--- config.mk ---
export PLATFORM = sky130hd
export DESIGN_NAME = lfsr_fill_ctrl_flat
export DESIGN_NICKNAME = d
export VERILOG_FILES = /design/src/rtl/lfsr_fill_ctrl_if.sv /design/src/rtl/lfsr_fill_ctrl.sv /design/src/flat_wrapper.sv
export SDC_FILE = /design/constraint.sdc
export NUM_CORES = 1
export LEC_CHECK = 0
export ABC_AREA = 1
export BUFFER_PORTS_ARGS = -buffer_cell sky130_fd_sc_hd__buf_2
export CAP_MARGIN = 20
export CORE_UTILIZATION = 30
export DETAILED_ROUTE_END_ITERATION = 8
export HOLD_SLACK_MARGIN = 0.05
export PLACE_DENSITY = 0.6
export SLEW_MARGIN = 20
export SYNTH_ARGS = -nofsm -noshare
export SYNTH_HDL_FRONTEND = slang
export SYNTH_SLANG_ARGS = --single-unit
--- constraint.sdc ---
create_clock -name clk -period 1.5 [get_ports clk]
set_input_delay 0.075 -clock clk [delete_from_list [all_inputs] [get_ports clk]]
set_output_delay 0.075 -clock clk [all_outputs]
set_load 0.05 [all_outputs]
--- src/rtl/lfsr_fill_ctrl_if.sv ---
// Fill-controller bus: run request and stall from the master side,
// status and RAM write port from the controller (slave) side.
interface lfsr_fill_ctrl_if #(
    parameter int DATA_W = 12,
    parameter int ADDR_W = 6
);
    logic              start;
    logic [DATA_W-1:0] seed;
    logic [ADDR_W-1:0] len;
    logic              hold;
    logic              busy;
    logic              done;
    logic              en;
    logic [ADDR_W-1:0] w_addr;
    logic [DATA_W-1:0] w_data;

    modport master (
        output start, seed, len, hold,
        input  busy, done, en, w_addr, w_data
    );

    modport slave (
        input  start, seed, len, hold,
        output busy, done, en, w_addr, w_data
    );
endinterface

--- src/rtl/lfsr_fill_ctrl.sv ---
// LFSR RAM fill controller: writes len+1 pseudorandom words to addresses
// 0..len, one per unstalled cycle, then pulses done.
//
// state | meaning
// IDLE  | waiting for start; registers hold their last values
// FILL  | one write per cycle while hold is low; LFSR and address advance
// DONE  | one-cycle done pulse, then back to IDLE unconditionally
module lfsr_fill_ctrl #(
    parameter int                DATA_W   = 12,
    parameter int                ADDR_W   = 6,
    parameter logic [DATA_W-1:0] SEED_ALT = 12'hACE
) (
    input  logic               clk,
    input  logic               rst_n,
    lfsr_fill_ctrl_if.slave    bus
);

    typedef enum logic [1:0] {
        IDLE = 2'd0,
        FILL = 2'd1,
        DONE = 2'd2
    } state_t;

    state_t            state, state_nxt;
    logic [DATA_W-1:0] lfsr, lfsr_nxt;
    logic [ADDR_W-1:0] addr, addr_nxt;
    logic [ADDR_W-1:0] last, last_nxt;
    logic              feedback;

    // Taps 12,6,4,1 give a maximal-length sequence; an all-zero seed is
    // replaced by SEED_ALT so the register can never lock up at zero.
    assign feedback = lfsr[11] ^ lfsr[5] ^ lfsr[3] ^ lfsr[0];

    // State register.
    always_ff @(posedge clk or negedge rst_n) begin
        if (!rst_n) begin
            state <= IDLE;
        end else begin
            state <= state_nxt;
        end
    end

    // Datapath registers: LFSR word, write address and captured last address.
    always_ff @(posedge clk or negedge rst_n) begin
        if (!rst_n) begin
            lfsr <= SEED_ALT;
            addr <= '0;
            last <= '0;
        end else begin
            lfsr <= lfsr_nxt;
            addr <= addr_nxt;
            last <= last_nxt;
        end
    end

    // Next-state and datapath update; the address stops at last instead of
    // incrementing so a full-depth run never wraps back to zero.
    always_comb begin
        state_nxt = state;
        lfsr_nxt  = lfsr;
        addr_nxt  = addr;
        last_nxt  = last;
        unique case (state)
            IDLE: begin
                if (bus.start) begin
                    lfsr_nxt  = (bus.seed == '0) ? SEED_ALT : bus.seed;
                    addr_nxt  = '0;
                    last_nxt  = bus.len;
                    state_nxt = FILL;
                end
            end
            FILL: begin
                if (!bus.hold) begin
                    lfsr_nxt = {lfsr[DATA_W-2:0], feedback};
                    if (addr == last) begin
                        state_nxt = DONE;
                    end else begin
                        addr_nxt = addr + ADDR_W'(1);
                    end
                end
            end
            DONE: begin
                state_nxt = IDLE;
            end
            default: begin
                state_nxt = IDLE;
            end
        endcase
    end

    // Outputs decode from registers only; hold is the sole input that reaches
    // an output, so a stall suppresses the write in the same cycle.
    always_comb begin
        bus.en     = (state == FILL) && !bus.hold;
        bus.busy   = (state != IDLE);
        bus.done   = (state == DONE);
        bus.w_addr = addr;
        bus.w_data = lfsr;
    end

    // The LFSR must never reach the lock-up value.
    a_lfsr_nonzero: assert property (@(posedge clk) disable iff (!rst_n)
        lfsr != '0);

    // Within a run the write address never passes the captured last address.
    a_addr_bound: assert property (@(posedge clk) disable iff (!rst_n)
        (state == FILL) |-> (addr <= last));

endmodule

--- src/flat_wrapper.sv ---
// flat-port wrapper written by rule: the top's interface ports become plain ports
module lfsr_fill_ctrl_flat 
#(
    parameter int                DATA_W   = 12,
    parameter int                ADDR_W   = 6,
    parameter logic [DATA_W-1:0] SEED_ALT = 12'hACE
)
  (clk, rst_n, bus_start, bus_seed, bus_len, bus_hold, bus_busy, bus_done, bus_en, bus_w_addr, bus_w_data);
  lfsr_fill_ctrl_if #(.DATA_W(DATA_W), .ADDR_W(ADDR_W)) bus_i ();
  input  logic clk;
  input  logic rst_n;
  input wire logic [$bits(bus_i.start)-1:0] bus_start;
  input wire logic [$bits(bus_i.seed)-1:0] bus_seed;
  input wire logic [$bits(bus_i.len)-1:0] bus_len;
  input wire logic [$bits(bus_i.hold)-1:0] bus_hold;
  output wire logic [$bits(bus_i.busy)-1:0] bus_busy;
  output wire logic [$bits(bus_i.done)-1:0] bus_done;
  output wire logic [$bits(bus_i.en)-1:0] bus_en;
  output wire logic [$bits(bus_i.w_addr)-1:0] bus_w_addr;
  output wire logic [$bits(bus_i.w_data)-1:0] bus_w_data;
  assign bus_i.start = bus_start;
  assign bus_i.seed = bus_seed;
  assign bus_i.len = bus_len;
  assign bus_i.hold = bus_hold;
  assign bus_busy = bus_i.busy;
  assign bus_done = bus_i.done;
  assign bus_en = bus_i.en;
  assign bus_w_addr = bus_i.w_addr;
  assign bus_w_data = bus_i.w_data;
  lfsr_fill_ctrl #(.DATA_W(DATA_W), .ADDR_W(ADDR_W), .SEED_ALT(SEED_ALT)) u_core (.clk(clk), .rst_n(rst_n), .bus(bus_i));
endmodule
==> flow_summary.toml, run 1 <==
[status]
status = "complete, no violations"

[synthesis]
synth-seq-cells = 26
synth_top_area_share = 0.320
seq_area_frac_synth = 0.443
synth_area_um2 = 1490
synthCells = 200
synth_area_leaders = "dfrtp_1 (32%), nand2_1 (16%), dfstp_2 (12%), nor2_1 (9.1%), inv_1 (5.3%)"
syn_nets = 223
yosysWarnings = 0
syn_area_per_cell_um2 = 7.44
ys_types = 26
synth_top_cell_by_area = "dfrtp_1"

[clock_network]
clk_pin_slew_worst_paths_ps = 100
clock-sinks = 26
cts_buffer_depth = 2
cts-root-buf = "clkbuf_8"
cts_tree = "built"
ctsResizeCount = 0
clk_latency_ps = 280
cts_made_buffers = 3
htreeDepth = 1

[placement]
port_buffers = 42
place_area_um2 = 1790
dp_hpwl_um = 2570
gp_congestion = 0.754

[route]
wire_per_inst_um = 10.8
vias = 1405
drtIter0Drc = 65
post-route-drc-count = 0
ant_nets = 0
wl_met1_um = 1720
dr.pass1.iters = 4
wl_met3_um = 157
maxUsedRoutingLayer = "met4"
drt-total-wl_um = 3440
wl_met2_um = 1550
viasPerCell = 4.42

[setup_path]
critical_path_class = "reg2out"
rrSetupSlack_ps = 160
start_kind = "flip-flop"
worstSetupEndpointType = "output pin"
crit_path_frequent_cell = "inv_1"
r2r-start = "u_core.state[0]"
reg2regPathDepth = 7
crit_family = "buffers and inverters"
required_ps = 1420
cpMaxStageDelayCell = "dfrtp_1"
r2r_end = "u_core.bus.w_data[6]"
path_cells = "inv_1 -> nor2_4 -> nand2_2 -> inv_1 -> buf_2"
arrival_ps = 1300
critPathBufInv = 3
path_max_fanout = 4
max_stage_delay_ps = 390

[layout]
diodes = 0
drive_gt1_frac = 0.279
area_growth_pct = 28.9
final_cell_area_um2 = 1920
layout_commonest_cell = "nand2_1"
final_cell_mix = "nand2_1 (62), buf_2 (42), nor2_1 (36)"
nets = 275

[global_routing]
antenna_found_initial = 0
overflow = 0
grt_first_pass_wirelength_um = 5660
grt_max_degree = 27
grt_pass1_vias = 1242
track_usage = 0.138

[sta]
tightestPinTransition_ps = 601
finalCritPeriodShare = 0.914
finalSetupTns_ps = 0
fmax_ghz = 0.729
min_period_ps = 1370
finalHoldViolations = 0
skew_ps = 10.0
rsz0062_at_grt = "no"
max_slew_margin = 0.599
holdWs_ps = 49.9
finalSetupViolCount = 0
drv_slew = 0

[power]
leakage_nw = 1.03
max-vdd-ir-drop_v = 0.000677
powerDensity_nw_per_um2 = 1450

[hold_path]
min_path_type = "in2reg"
min_path_cells = 3
holdPathEnd = "u_core.last[2]"
worstHoldStart = "bus_len[2]"

[floorplan]
dieArea_um2 = 5240
die_x_um = 72.4
ioPinCount = 43
rows = 25
chipHeight_um = 72.4
core_area_um2 = 4750
start_util = 0.313

[run]
maxCapViolations = 0
-- how the worst max path moves through the flow --
stage / startpoint / to / depth (start not counted) / slack (ps)
6_report: u_core.state[0] / bus_en / 5 / 130
5_1_grt: u_core.state[0] / u_core.bus.w_data[6] / 7 / 20
4_1_cts: u_core.state[0] / bus_en / 5 / 110
3_5_place_dp: u_core.bus.w_addr[5] / u_core.bus.w_addr[2] / 8 / 160
3_3_place_gp: u_core.bus.w_addr[5] / u_core.bus.w_addr[1] / 8 / 200
2_1_floorplan: u_core.bus.w_addr[3] / u_core.bus.w_addr[2] / 8 / 6
-- metrics by stage --
| stage | worst slack, ps | utilization | std cells | power [mW] |
|---|---|---|---|---|
| 6_report | 129 | 0.403 | 318 | 2.78 |
| 5_1_grt | 22.9 | 0.403 | 318 | 2.95 |
| 4_1_cts | 111 | 0.403 | 318 | 2.80 |
| 3_5_place_dp | 165 | 0.376 | 308 | 2.19 |
| 3_3_place_gp | 204 | 0.376 | 308 | 2.19 |
| 2_1_floorplan | 5.67 | - | 200 | 1.91 |
-- Yosys cell counts --
| cell type | number |
|---|---|
| o21ai_0 | 6 |
| nand2_4 | 1 |
| mux2_2 | 1 |
| nand2_1 | 62 |
| o21ai_2 | 2 |
| nor2_1 | 36 |
| nand3_1 | 6 |
| dfrtp_1 | 19 |
| ha_1 | 1 |
| nor2_2 | 1 |
| nand4_2 | 1 |
| dfstp_2 | 7 |
| o211ai_1 | 3 |
| a31oi_1 | 3 |
| nand4_1 | 2 |
| a21o_1 | 5 |
| nand2_2 | 2 |
| nor3_1 | 2 |
| buf_2 | 5 |
| xor2_1 | 4 |
| inv_1 | 21 |
| mux2_1 | 1 |
| buf_6 | 1 |
| a21oi_1 | 5 |
| xnor2_1 | 2 |
| nor2_4 | 1 |
-- tightest hold or removal path: cells and delay by family --
family                 cells  cell delay, ps
buffers and inverters      1              70
and+or+nand+nor            1              30
AOI/OAI and AO/OA          1             110
-- routing by layer --
layer | GRT usage | vias to the layer above
met4 | 0.0283 | 0
li1 | - | 724
met3 | 0.0319 | 2
met5 | 0 | -
met1 | 0.193 | 643
met2 | 0.216 | 36
-- where the power goes --
| group | total [mW] | internal [mW] | leakage (nW) | switching, mW |
|---|---|---|---|---|
| sequential | 1.04 | 0.871 | 0.292 | 0.165 |
| clock | 0.593 | 0.357 | 0.0357 | 0.236 |
| combinational | 1.15 | 0.332 | 0.702 | 0.817 |
-- kinds of logic (layout without fill, tap and decap cells) --
family	Yosys count	count (layout)	synth area share
buf+inv	27	78	0.0774
xor+xnor	6	6	0.0353
simple gates	114	114	0.319
flops	26	26	0.443
mux	2	2	0.0151
fa+ha+maj	1	1	0.00841
compound gates	24	24	0.102
-- area by class of cell --
cell class	instances	area, um2
Clock buffer	3	41.3
Inverter	21	78.8
Multi-Input combinational cell	147	713
Tap cell	67	83.8
Fill cell	524	2840
Sequential cell	26	663
Clock inverter	1	30.0
Timing Repair Buffer	53	308
-- registers in the layout (all words and copies together) (netlist names) --
signal,cells
u_core.bus.w_data,12
u_core.state,2
u_core.bus.w_addr,6
u_core.last,6
-- timing repair --
action,in CTS,in global routing
buffers inserted,0,0
hold buffers,6,0
hold endpoints to repair,24,0
Note: power is estimated with default switching activity, not from simulation.
==> inputs of run 2 (changes only) <==
--- a/config.mk
+++ b/config.mk
@@ -12,6 +12,7 @@
 export DETAILED_ROUTE_END_ITERATION = 8
 export HOLD_SLACK_MARGIN = 0.05
 export PLACE_DENSITY = 0.6
+export SETUP_SLACK_MARGIN = 0.2
 export SLEW_MARGIN = 20
 export SYNTH_ARGS = -nofsm -noshare
 export SYNTH_HDL_FRONTEND = slang
==> run 2 against run 1 <==
Compared with the run above: critical path depth down 1; critical endpoint is now u_core.last[0]; via count up 1.7%; critical path type is now reg2reg; cell count up 2.8%; worst hold slack better by 7.0 ps.
==> flow_summary.toml, run 2 (same netlist as run 1, synthesis figures left out) <==
[sta]
finalSetupTns_ps = 0
holdWs_ps = 56.9
fmax_ghz = 0.732
tightestPinTransition_ps = 589
setup_ws_ps = 134
finalHoldViolations = 0
drv_slew = 0
skew_ps = 7.83
finalSetupViolCount = 0
max_slew_margin = 0.607
finalCritPeriodShare = 0.910
min_period_ps = 1370
rsz0062_at_grt = "yes"

[clock_network]
cts_buffer_depth = 2
clk_latency_ps = 270
cts_made_buffers = 3
htreeDepth = 1
cts-root-buf = "clkbuf_8"
clock-sinks = 26
clk_pin_slew_worst_paths_ps = 90
cts_tree = "built"

[layout]
layout_commonest_cell = "nand2_1"
diodes = 0
post-route-util = 0.436
drive_gt1_frac = 0.358
area_growth_pct = 39.4
fill_cells = 507
nets = 284
layout.cells.non_filler = 327
largest_register_ffs = 12
final_cell_area_um2 = 2070
final_cell_mix = "nand2_1 (60), buf_2 (41), nor2_1 (34)"

[power]
power.share.clock = 0.150
powerDensity_nw_per_um2 = 1300
leakage_nw = 1.07
p_switching_mw = 1.26
power_frac_seq = 0.395
intPower_mw = 1.43
swShare = 0.468
max-vdd-ir-drop_v = 0.000567
p_comb_frac = 0.455
power_mw = 2.69

[setup_path]
worstSetupEndpointType = "flip-flop"
arrival_ps = 1530
critical_path_class = "reg2reg"
start_kind = "flip-flop"
rrSetupSlack_ps = 130
critical_path.startpoint = "u_core.state[0]"
path_max_fanout = 11
required_ps = 1660
r2r-start = "u_core.state[0]"
reg2regPathDepth = 4
r2r_end = "u_core.last[0]"

[global_routing]
grt_first_pass_wirelength_um = 5770
antenna_found_initial = 0
overflow = 0
grt_pass1_vias = 1265
grt_max_degree = 27
track_usage = 0.142

[route]
drtIter0Drc = 64
post-route-drc-count = 0
dr.pass1.iters = 4
vias = 1429
drt-total-wl_um = 3680
ant_nets = 0
viasPerCell = 4.37
wire_per_inst_um = 11.2

[floorplan]
ioPinCount = 43
dieArea_um2 = 5240
start_util = 0.313
core_area_um2 = 4750
die_x_um = 72.4
rows = 25
chipHeight_um = 72.4

[placement]
placedCellCount = 307
dp_hpwl_um = 2590
dp_slack_ps = 149
port_buffers = 42
place_area_um2 = 1810
gp_congestion = 0.781

[status]
status = "complete, no violations"

[hold_path]
min_path_cells = 3
worstHoldStart = "bus_len[3]"
min_path_type = "in2reg"
holdPathEnd = "u_core.last[3]"

[run]
maxCapViolations = 0
==> run 2: what timing repair did <==
item | 4_1_cts | 5_1_grt
gates resized for setup | 2 | 19
hold buffers | 5 | 0
endpoints found under the hold margin | 23 | 0
gates cloned | 0 | 1
pin swaps | 1 | 5
buffers inserted | 2 | 8
setup endpoints to repair | 14 | 21
==> run 2: worst max-delay path, stage by stage, from the launching register on <==
cell     delay (ps)
dfrtp_1         420
nor2_1          180
nand2_2         150
buf_4           210
mux2_1          310
==> run 2: how the worst max path moves through the flow <==
stage / to / cells after the start
after global routing: u_core.last[0] / 4
after detailed placement: u_core.bus.w_data[6] / 7
final: u_core.last[0] / 4
after CTS: u_core.bus.w_data[11] / 6
after global placement: u_core.bus.w_data[1] / 7
after floorplan: u_core.bus.w_addr[4] / 7
==> run 2: routing by layer <==
layer / global-route usage / part of all wire / vias up
met2: 0.235 / 0.46 / 34
li1: - / - / 749
met3: 0.0333 / 0.042 / 2
met1: 0.192 / 0.49 / 644
met4: 0.0196 / 0.0038 / 0
met5: 0 / 0 / -
==> run 2: power by group through the flow <==
stage	logic [mW]	registers, mW	clock network [mW]
5_1_grt	1.34	1.09	0.449
2_1_floorplan	0.424	1.51	0
3_5_place_dp	1.16	1.07	0
6_report	1.22	1.06	0.405
4_1_cts	1.19	1.06	0.427
3_3_place_gp	1.15	1.07	0
==> run 2: layout make-up <==
cell class / count / area (um2) / area share
Multi-Input combinational cell: 148 / 785 / 0.378
Sequential cell: 26 / 667 / 0.321
Timing Repair Buffer: 61 / 408 / 0.197
Inverter: 21 / 86.3 / 0.0416
Tap cell: 67 / 83.8 / 0.0404
Clock buffer: 3 / 41.3 / 0.0199
Clock inverter: 1 / 3.75 / 0.00181
